**config.mk**
```make
export PLATFORM = sky130hd
export DESIGN_NAME = ah_div_share_arb_flat
export DESIGN_NICKNAME = d
export VERILOG_FILES = /design/src/rtl/ah_div_share_arb_if.sv /design/src/rtl/ah_div_share_arb.sv /design/src/flat_wrapper.sv
export SDC_FILE = /design/constraint.sdc
export NUM_CORES = 1
export LEC_CHECK = 0
export BUFFER_PORTS_ARGS = -buffer_cell sky130_fd_sc_hd__buf_2
export CORE_ASPECT_RATIO = 2
export CORE_MARGIN = 10
export CORE_UTILIZATION = 54
export DETAILED_ROUTE_END_ITERATION = 12
export HOLD_SLACK_MARGIN = 0.03
export PLACE_DENSITY = 0.88
export SYNTH_ARGS = -nofsm -noshare
export SYNTH_HDL_FRONTEND = slang
export SYNTH_SLANG_ARGS = --single-unit
```
**constraint.sdc**
```tcl
create_clock -name clk -period 8.4 [get_ports clk]
set_input_delay 0.84 -clock clk [delete_from_list [all_inputs] [get_ports clk]]
set_output_delay 0.84 -clock clk [all_outputs]
set_load 0.05 [all_outputs]
```
**src/rtl/ah_div_share_arb_if.sv**
```systemverilog
// ah_div_share_arb_if: requester-side and divider-side buses of the shared divider arbiter
interface ah_div_share_arb_if #(
    parameter int NUM_REQ = 4,
    parameter int WIDTH   = 6
);
    logic [NUM_REQ-1:0]       req;
    logic [NUM_REQ*WIDTH-1:0] req_dividend;
    logic [NUM_REQ*WIDTH-1:0] req_divisor;
    logic [NUM_REQ-1:0]       gnt;
    logic                     div_start;
    logic [WIDTH-1:0]         div_dividend;
    logic [WIDTH-1:0]         div_divisor;
    logic                     div_data_valid;
    logic [WIDTH-1:0]         div_quotient;
    logic                     div_div_by_zero;
    logic [NUM_REQ-1:0]       rsp_valid;
    logic [WIDTH-1:0]         rsp_quotient;
    logic                     rsp_div_by_zero;
    modport slave (
        input  req, req_dividend, req_divisor, div_data_valid, div_quotient, div_div_by_zero,
        output gnt, div_start, div_dividend, div_divisor, rsp_valid, rsp_quotient, rsp_div_by_zero
    );
    modport master (
        output req, req_dividend, req_divisor, div_data_valid, div_quotient, div_div_by_zero,
        input  gnt, div_start, div_dividend, div_divisor, rsp_valid, rsp_quotient, rsp_div_by_zero
    );
endinterface

```
**src/rtl/ah_div_share_arb.sv**
```systemverilog
// ah_div_share_arb: round-robin sharing of one fixed-latency divider with ID tag tracking
module ah_div_share_arb #(
    parameter int NUM_REQ = 4,
    parameter int WIDTH   = 6,
    parameter int LATENCY = 8,
    parameter int IDW     = 2
) (
    input  logic               clk,
    input  logic               rst_n,
    ah_div_share_arb_if.slave  bus,
    output logic               busy,
    output logic               tag_err
);
    logic [IDW-1:0]   ptr;
    logic [IDW-1:0]   gnt_id;
    logic [IDW-1:0]   idx;
    logic [IDW-1:0]   issue_id;
    logic             found;
    logic [WIDTH-1:0] dvd [NUM_REQ];
    logic [WIDTH-1:0] dvs [NUM_REQ];
    logic [LATENCY-1:0] tag_v;
    logic [IDW-1:0]   tag_id [LATENCY];
    logic             tail_v;
    logic [IDW-1:0]   tail_id;

    genvar g;
    for (g = 0; g < NUM_REQ; g++) begin : g_lane
        assign dvd[g] = bus.req_dividend[g*WIDTH +: WIDTH];
        assign dvs[g] = bus.req_divisor[g*WIDTH +: WIDTH];
    end

    assign tail_v  = tag_v[LATENCY-1];
    assign tail_id = tag_id[LATENCY-1];
    assign busy    = (|tag_v) | bus.div_start;

    // first requester at or above the pointer, wrapping, wins the grant
    always_comb begin
        bus.gnt = '0;
        gnt_id  = '0;
        idx     = '0;
        found   = 1'b0;
        for (int k = 0; k < NUM_REQ; k++) begin
            idx = IDW'((32'(ptr) + 32'(k)) % NUM_REQ);
            if (!found && bus.req[idx]) begin
                found        = 1'b1;
                bus.gnt[idx] = 1'b1;
                gnt_id       = idx;
            end
        end
    end

    // advance the pointer past the winner and register its operands into the divider
    always_ff @(posedge clk or negedge rst_n) begin
        if (!rst_n) begin
            ptr              <= '0;
            issue_id         <= '0;
            bus.div_start    <= 1'b0;
            bus.div_dividend <= '0;
            bus.div_divisor  <= '0;
        end else begin
            bus.div_start <= found;
            if (found) begin
                ptr              <= (gnt_id == IDW'(NUM_REQ-1)) ? '0 : gnt_id + 1'b1;
                issue_id         <= gnt_id;
                bus.div_dividend <= dvd[gnt_id];
                bus.div_divisor  <= dvs[gnt_id];
            end
        end
    end

    // tag shift register runs in lockstep with the divider pipeline
    always_ff @(posedge clk or negedge rst_n) begin
        if (!rst_n) begin
            tag_v <= '0;
            for (int i = 0; i < LATENCY; i++) tag_id[i] <= '0;
        end else begin
            tag_v[0]  <= bus.div_start;
            tag_id[0] <= issue_id;
            for (int i = 1; i < LATENCY; i++) begin
                tag_v[i]  <= tag_v[i-1];
                tag_id[i] <= tag_id[i-1];
            end
        end
    end

    // route an aligned result to its originator; any valid/tag disagreement is latched as an error
    always_ff @(posedge clk or negedge rst_n) begin
        if (!rst_n) begin
            bus.rsp_valid       <= '0;
            bus.rsp_quotient    <= '0;
            bus.rsp_div_by_zero <= 1'b0;
            tag_err             <= 1'b0;
        end else begin
            bus.rsp_valid <= (bus.div_data_valid && tail_v) ? NUM_REQ'(1) << tail_id : '0;
            tag_err       <= tag_err | (bus.div_data_valid ^ tail_v);
            if (bus.div_data_valid && tail_v) begin
                bus.rsp_quotient    <= bus.div_quotient;
                bus.rsp_div_by_zero <= bus.div_div_by_zero;
            end
        end
    end
endmodule

```
**src/flat_wrapper.sv**
```systemverilog
// flat-port wrapper written by rule: the top's interface ports become plain ports
module ah_div_share_arb_flat 
#(
    parameter int NUM_REQ = 4,
    parameter int WIDTH   = 6,
    parameter int LATENCY = 8,
    parameter int IDW     = 2
)
  (clk, rst_n, busy, tag_err, bus_req, bus_req_dividend, bus_req_divisor, bus_div_data_valid, bus_div_quotient, bus_div_div_by_zero, bus_gnt, bus_div_start, bus_div_dividend, bus_div_divisor, bus_rsp_valid, bus_rsp_quotient, bus_rsp_div_by_zero);
  ah_div_share_arb_if #(.NUM_REQ(NUM_REQ), .WIDTH(WIDTH)) bus_i ();
  input  logic clk;
  input  logic rst_n;
  output logic busy;
  output logic tag_err;
  input wire logic [$bits(bus_i.req)-1:0] bus_req;
  input wire logic [$bits(bus_i.req_dividend)-1:0] bus_req_dividend;
  input wire logic [$bits(bus_i.req_divisor)-1:0] bus_req_divisor;
  input wire logic [$bits(bus_i.div_data_valid)-1:0] bus_div_data_valid;
  input wire logic [$bits(bus_i.div_quotient)-1:0] bus_div_quotient;
  input wire logic [$bits(bus_i.div_div_by_zero)-1:0] bus_div_div_by_zero;
  output wire logic [$bits(bus_i.gnt)-1:0] bus_gnt;
  output wire logic [$bits(bus_i.div_start)-1:0] bus_div_start;
  output wire logic [$bits(bus_i.div_dividend)-1:0] bus_div_dividend;
  output wire logic [$bits(bus_i.div_divisor)-1:0] bus_div_divisor;
  output wire logic [$bits(bus_i.rsp_valid)-1:0] bus_rsp_valid;
  output wire logic [$bits(bus_i.rsp_quotient)-1:0] bus_rsp_quotient;
  output wire logic [$bits(bus_i.rsp_div_by_zero)-1:0] bus_rsp_div_by_zero;
  assign bus_i.req = bus_req;
  assign bus_i.req_dividend = bus_req_dividend;
  assign bus_i.req_divisor = bus_req_divisor;
  assign bus_i.div_data_valid = bus_div_data_valid;
  assign bus_i.div_quotient = bus_div_quotient;
  assign bus_i.div_div_by_zero = bus_div_div_by_zero;
  assign bus_gnt = bus_i.gnt;
  assign bus_div_start = bus_i.div_start;
  assign bus_div_dividend = bus_i.div_dividend;
  assign bus_div_divisor = bus_i.div_divisor;
  assign bus_rsp_valid = bus_i.rsp_valid;
  assign bus_rsp_quotient = bus_i.rsp_quotient;
  assign bus_rsp_div_by_zero = bus_i.rsp_div_by_zero;
  ah_div_share_arb #(.NUM_REQ(NUM_REQ), .WIDTH(WIDTH), .LATENCY(LATENCY), .IDW(IDW)) u_core (.clk(clk), .rst_n(rst_n), .bus(bus_i), .busy(busy), .tag_err(tag_err));
endmodule
```
==> results by group <==
Timing
  • Final Skew: between 0.01 and 0.015 ns
  • Final period util: 0.513
  • Final hold vios: 0
  • Fmax: approximately 230 MHz
  • RSZ-0062 raised after global routing: false
  • Max Slew Vio Count: 0
  • Endpoints failing setup: 0
  • Relative slew margins: 0.244
  • Minimum clock period: ~4.3 ns
  • Setup TNS: 0 ns
  • Worst-Margin Slew: roughly 1.1 ns

Die
  • Starting Density: 0.555
  • Die span in x: 69.7 µm
  • Row Count: 36
  • Die H: ~120 µm
  • Die area: ~0.0083 mm²
  • Core ar.: approximately 0.0048 mm²
  • I/O pin cnt: slightly above 90

Clock network
  • CTS H-Tree Depth: 2
  • CTS Buf Count: 5
  • Root cell of the clock tree: clkbuf_8
  • Clock-pin slew on the worst setup and hold paths: about 0.1 ns
  • Bufs on Longest Clock Path: 2
  • CTS sink cnt: 53
  • Post-cts resize count: 0
  • CTS tree: done
  • Worst skew pair latency: 0.30 ns
  • Postcts setup bufs: 0
  • Cts-stage hold buffer count: 0

Synthesis
  • Async SR Flop Fraction: 1.00
  • Post-synth EDFFs: 0
  • Syn Area/Cell: approximately 11 µm²
  • Synth Flop Type: dfrtp_1
  • Synthesized area: between 0.002 and 0.003 mm²
  • Synth warn: 0
  • Post-synthesis sequential area ratio: 0.496
  • Post-synthesis cell type count: 42
  • Synthesized Nets: ~300
  • Synthesized flop and latch total: 53
  • Syn Inst Count: 241

Routing
  • Routed WL per cell: around 19 µm
  • Final ANT Viol Nets: 0
  • Via count: between 2,000 and 2,500
  • Via/cell ratio: just over 6
  • # DRC: 0
  • Initial DRT Pass Iterations: 4
  • Routed WL: roughly 7400 µm
  • Initial drt markers: roughly 130

Status
  • Status: finished clean

Layout
  • Fill cells: around 400
  • Final nets: 397
  • Share of post-route cells with drive strength above 1: 0.364
  • Fin util: 0.677
  • Ant diodes: 0
  • Non-filler cells, final: 387
  • Area grow syn2layout: 22.1%

Placed design
  • RePlAce Congestion: 0.889
  • Port Buffers: 91
  • Placed cells: between 300 and 400
  • Hpwl dp: about 5900 µm

Worst hold path
  • HP Start: u_core.tag_id[14]$_DFF_PN0_
  • HP Class: reg -> reg

Worst setup path
  • WP data arrival: around 3.5 ns
  • Worst path buffer plus inverter count: 2
  • Setup CP Type: reg -> out
  • Worst Setup End Kind: output pin
  • Worst setup SP type: flop
  • R2R Path Start: u_core.ptr[0]$_DFFE_PN0P_
  • R2R Setup Slk: roughly 4.7 ns
  • Delay-heaviest family, CP: flip-flops
  • Critical path startpoint: u_core.ptr[0]$_DFFE_PN0P_
  • Worst Path Required: between 7 and 8 ns
  • Worst path slowest cell: dfrtp_1
  • Crit Path Max Fanout: 21
  • Crit-path cells: inv_1 > ha_1 > mux4_2 > nor2b_4 > a22oi_1 > o21ai_0 > buf_2
  • Worst path max stage delay: approximately 0.83 ns

Power
  • Pwr dens: 425 mW/mm²
  • Total power: 1.39 mW
  • IR Drop Worst-Case VDD: ~360 µV
  • Leak: 1.50 nW

GRT
  • First-pass GRT wire length: between 10,000 and 15,000 µm
  • Initial antenna violation count: 0
  • GRT Overall Usage: 0.179
  • Gr ovfl total: 0
  • Vias in the first global route: 2,507
  • Pin count of the biggest net entering global routing: between 50 and 60

Flow run
  • Max-cap violation count: 0
registers in the layout (all words and copies together), names as in the netlist:
| register | cells |
|---|---|
| u_core.bus.div_dividend | 6 |
| u_core.bus.rsp_valid | 4 |
| u_core.bus.rsp_div_by_zero | 1 |
| u_core.bus.div_divisor | 6 |
| u_core.tag_v | 8 |
| u_core.tag_id | 14 |
| u_core.issue_id | 2 |
| u_core.tag_err | 1 |
| u_core.bus.div_start | 1 |
| u_core.bus.rsp_quotient | 6 |
| u_core.ptr | 2 |
| u_core.tail_id | 2 |
report_power, final:
group	total [mW]	switching [mW]	internal [mW]	leakage [nW]
logic	0.803	0.532	0.271	0.836
registers	0.406	0.0599	0.346	0.604
clock network	0.178	0.0814	0.0969	0.0574
synth_stat cells, types with 4 or more instances:
cell,instances,area (µm²)
mux4_2,4,90.1
o21ai_1,5,25.0
mux2i_1,7,70.1
nor2_1,8,30.0
a2bb2oi_1,5,43.8
inv_1,5,18.8
o221ai_1,7,61.3
o21bai_1,5,37.5
mux2_2,8,90.1
clkbuf_1,5,18.8
nand3_1,11,55.1
a22oi_1,8,60.1
ha_1,6,75.1
or3b_1,5,43.8
o21ai_0,22,110
and3_1,13,81.3
o2111ai_1,5,43.8
dfrtp_1,53,1330
nand2_1,23,86.3
final timing paths:
path / end / depth (start not counted)
hold / removal: u_core.tag_id[12]$_DFF_PN0_ / 0
setup reg to reg: u_core.bus.div_dividend[1]$_DFFE_PN0P_ / 8
max in group asynchronous: u_core.bus.rsp_valid[1]$_DFF_PN0_ / 1
hold reg to reg: u_core.tag_id[12]$_DFF_PN0_ / 0
setup / recovery: bus_gnt[3] / 7
min in group asynchronous: u_core.tag_v[3]$_DFF_PN0_ / 1
placed cells by master (no fill, tap or decap), types with 6 or more instances in the layout:
cell type  instances
a22oi_1            8
nand2_1           23
mux2_2             8
ha_1               6
nand3_1           11
buf_2             91
and3_1            13
clkbuf_8           6
dfrtp_1           53
o21ai_0           22
nor2_1             8
o221ai_1           7
mux2i_1            7
kinds of logic after synthesis:
| family | after synthesis | share of synthesized area |
|---|---|---|
| compound gates | 69 | 0.182 |
| xor+xnor | 1 | 0.00328 |
| fa+ha+maj | 6 | 0.0281 |
| buf+inv | 16 | 0.0332 |
| flops | 53 | 0.496 |
| mux | 19 | 0.0936 |
| simple gates | 77 | 0.164 |
routing by layer:
layer	GRT usage	up-vias	share of wire
met4	0.0893	0	0.036
met1	0.187	1132	0.37
met2	0.324	123	0.53
met5	0	-	0
li1	-	1080	-
met3	0.0413	18	0.070
final cells by class:
cell class              count  area, µm²  share of cell area
well taps                  57       71.3              0.0219
repair buffers             92        463               0.142
flip-flops and latches     53       1330               0.406
inverters                   5       18.8             0.00575
multi-input cells         172       1260               0.387
clock buffers               6       82.6              0.0253
clock inverters             2       37.5              0.0115
metrics by stage:
stage	worst slack (ns)	hold slack [ns]	instance area, µm²
after global routing	3.77	0.359	3260
after CTS	4.09	0.355	3260
final	4.09	0.356	3260
after detailed placement	4.45	0.336	3140
after global placement	4.57	0.333	3140
after floorplan	4.36	0.331	2670
Power figures use the tool's default switching activity.
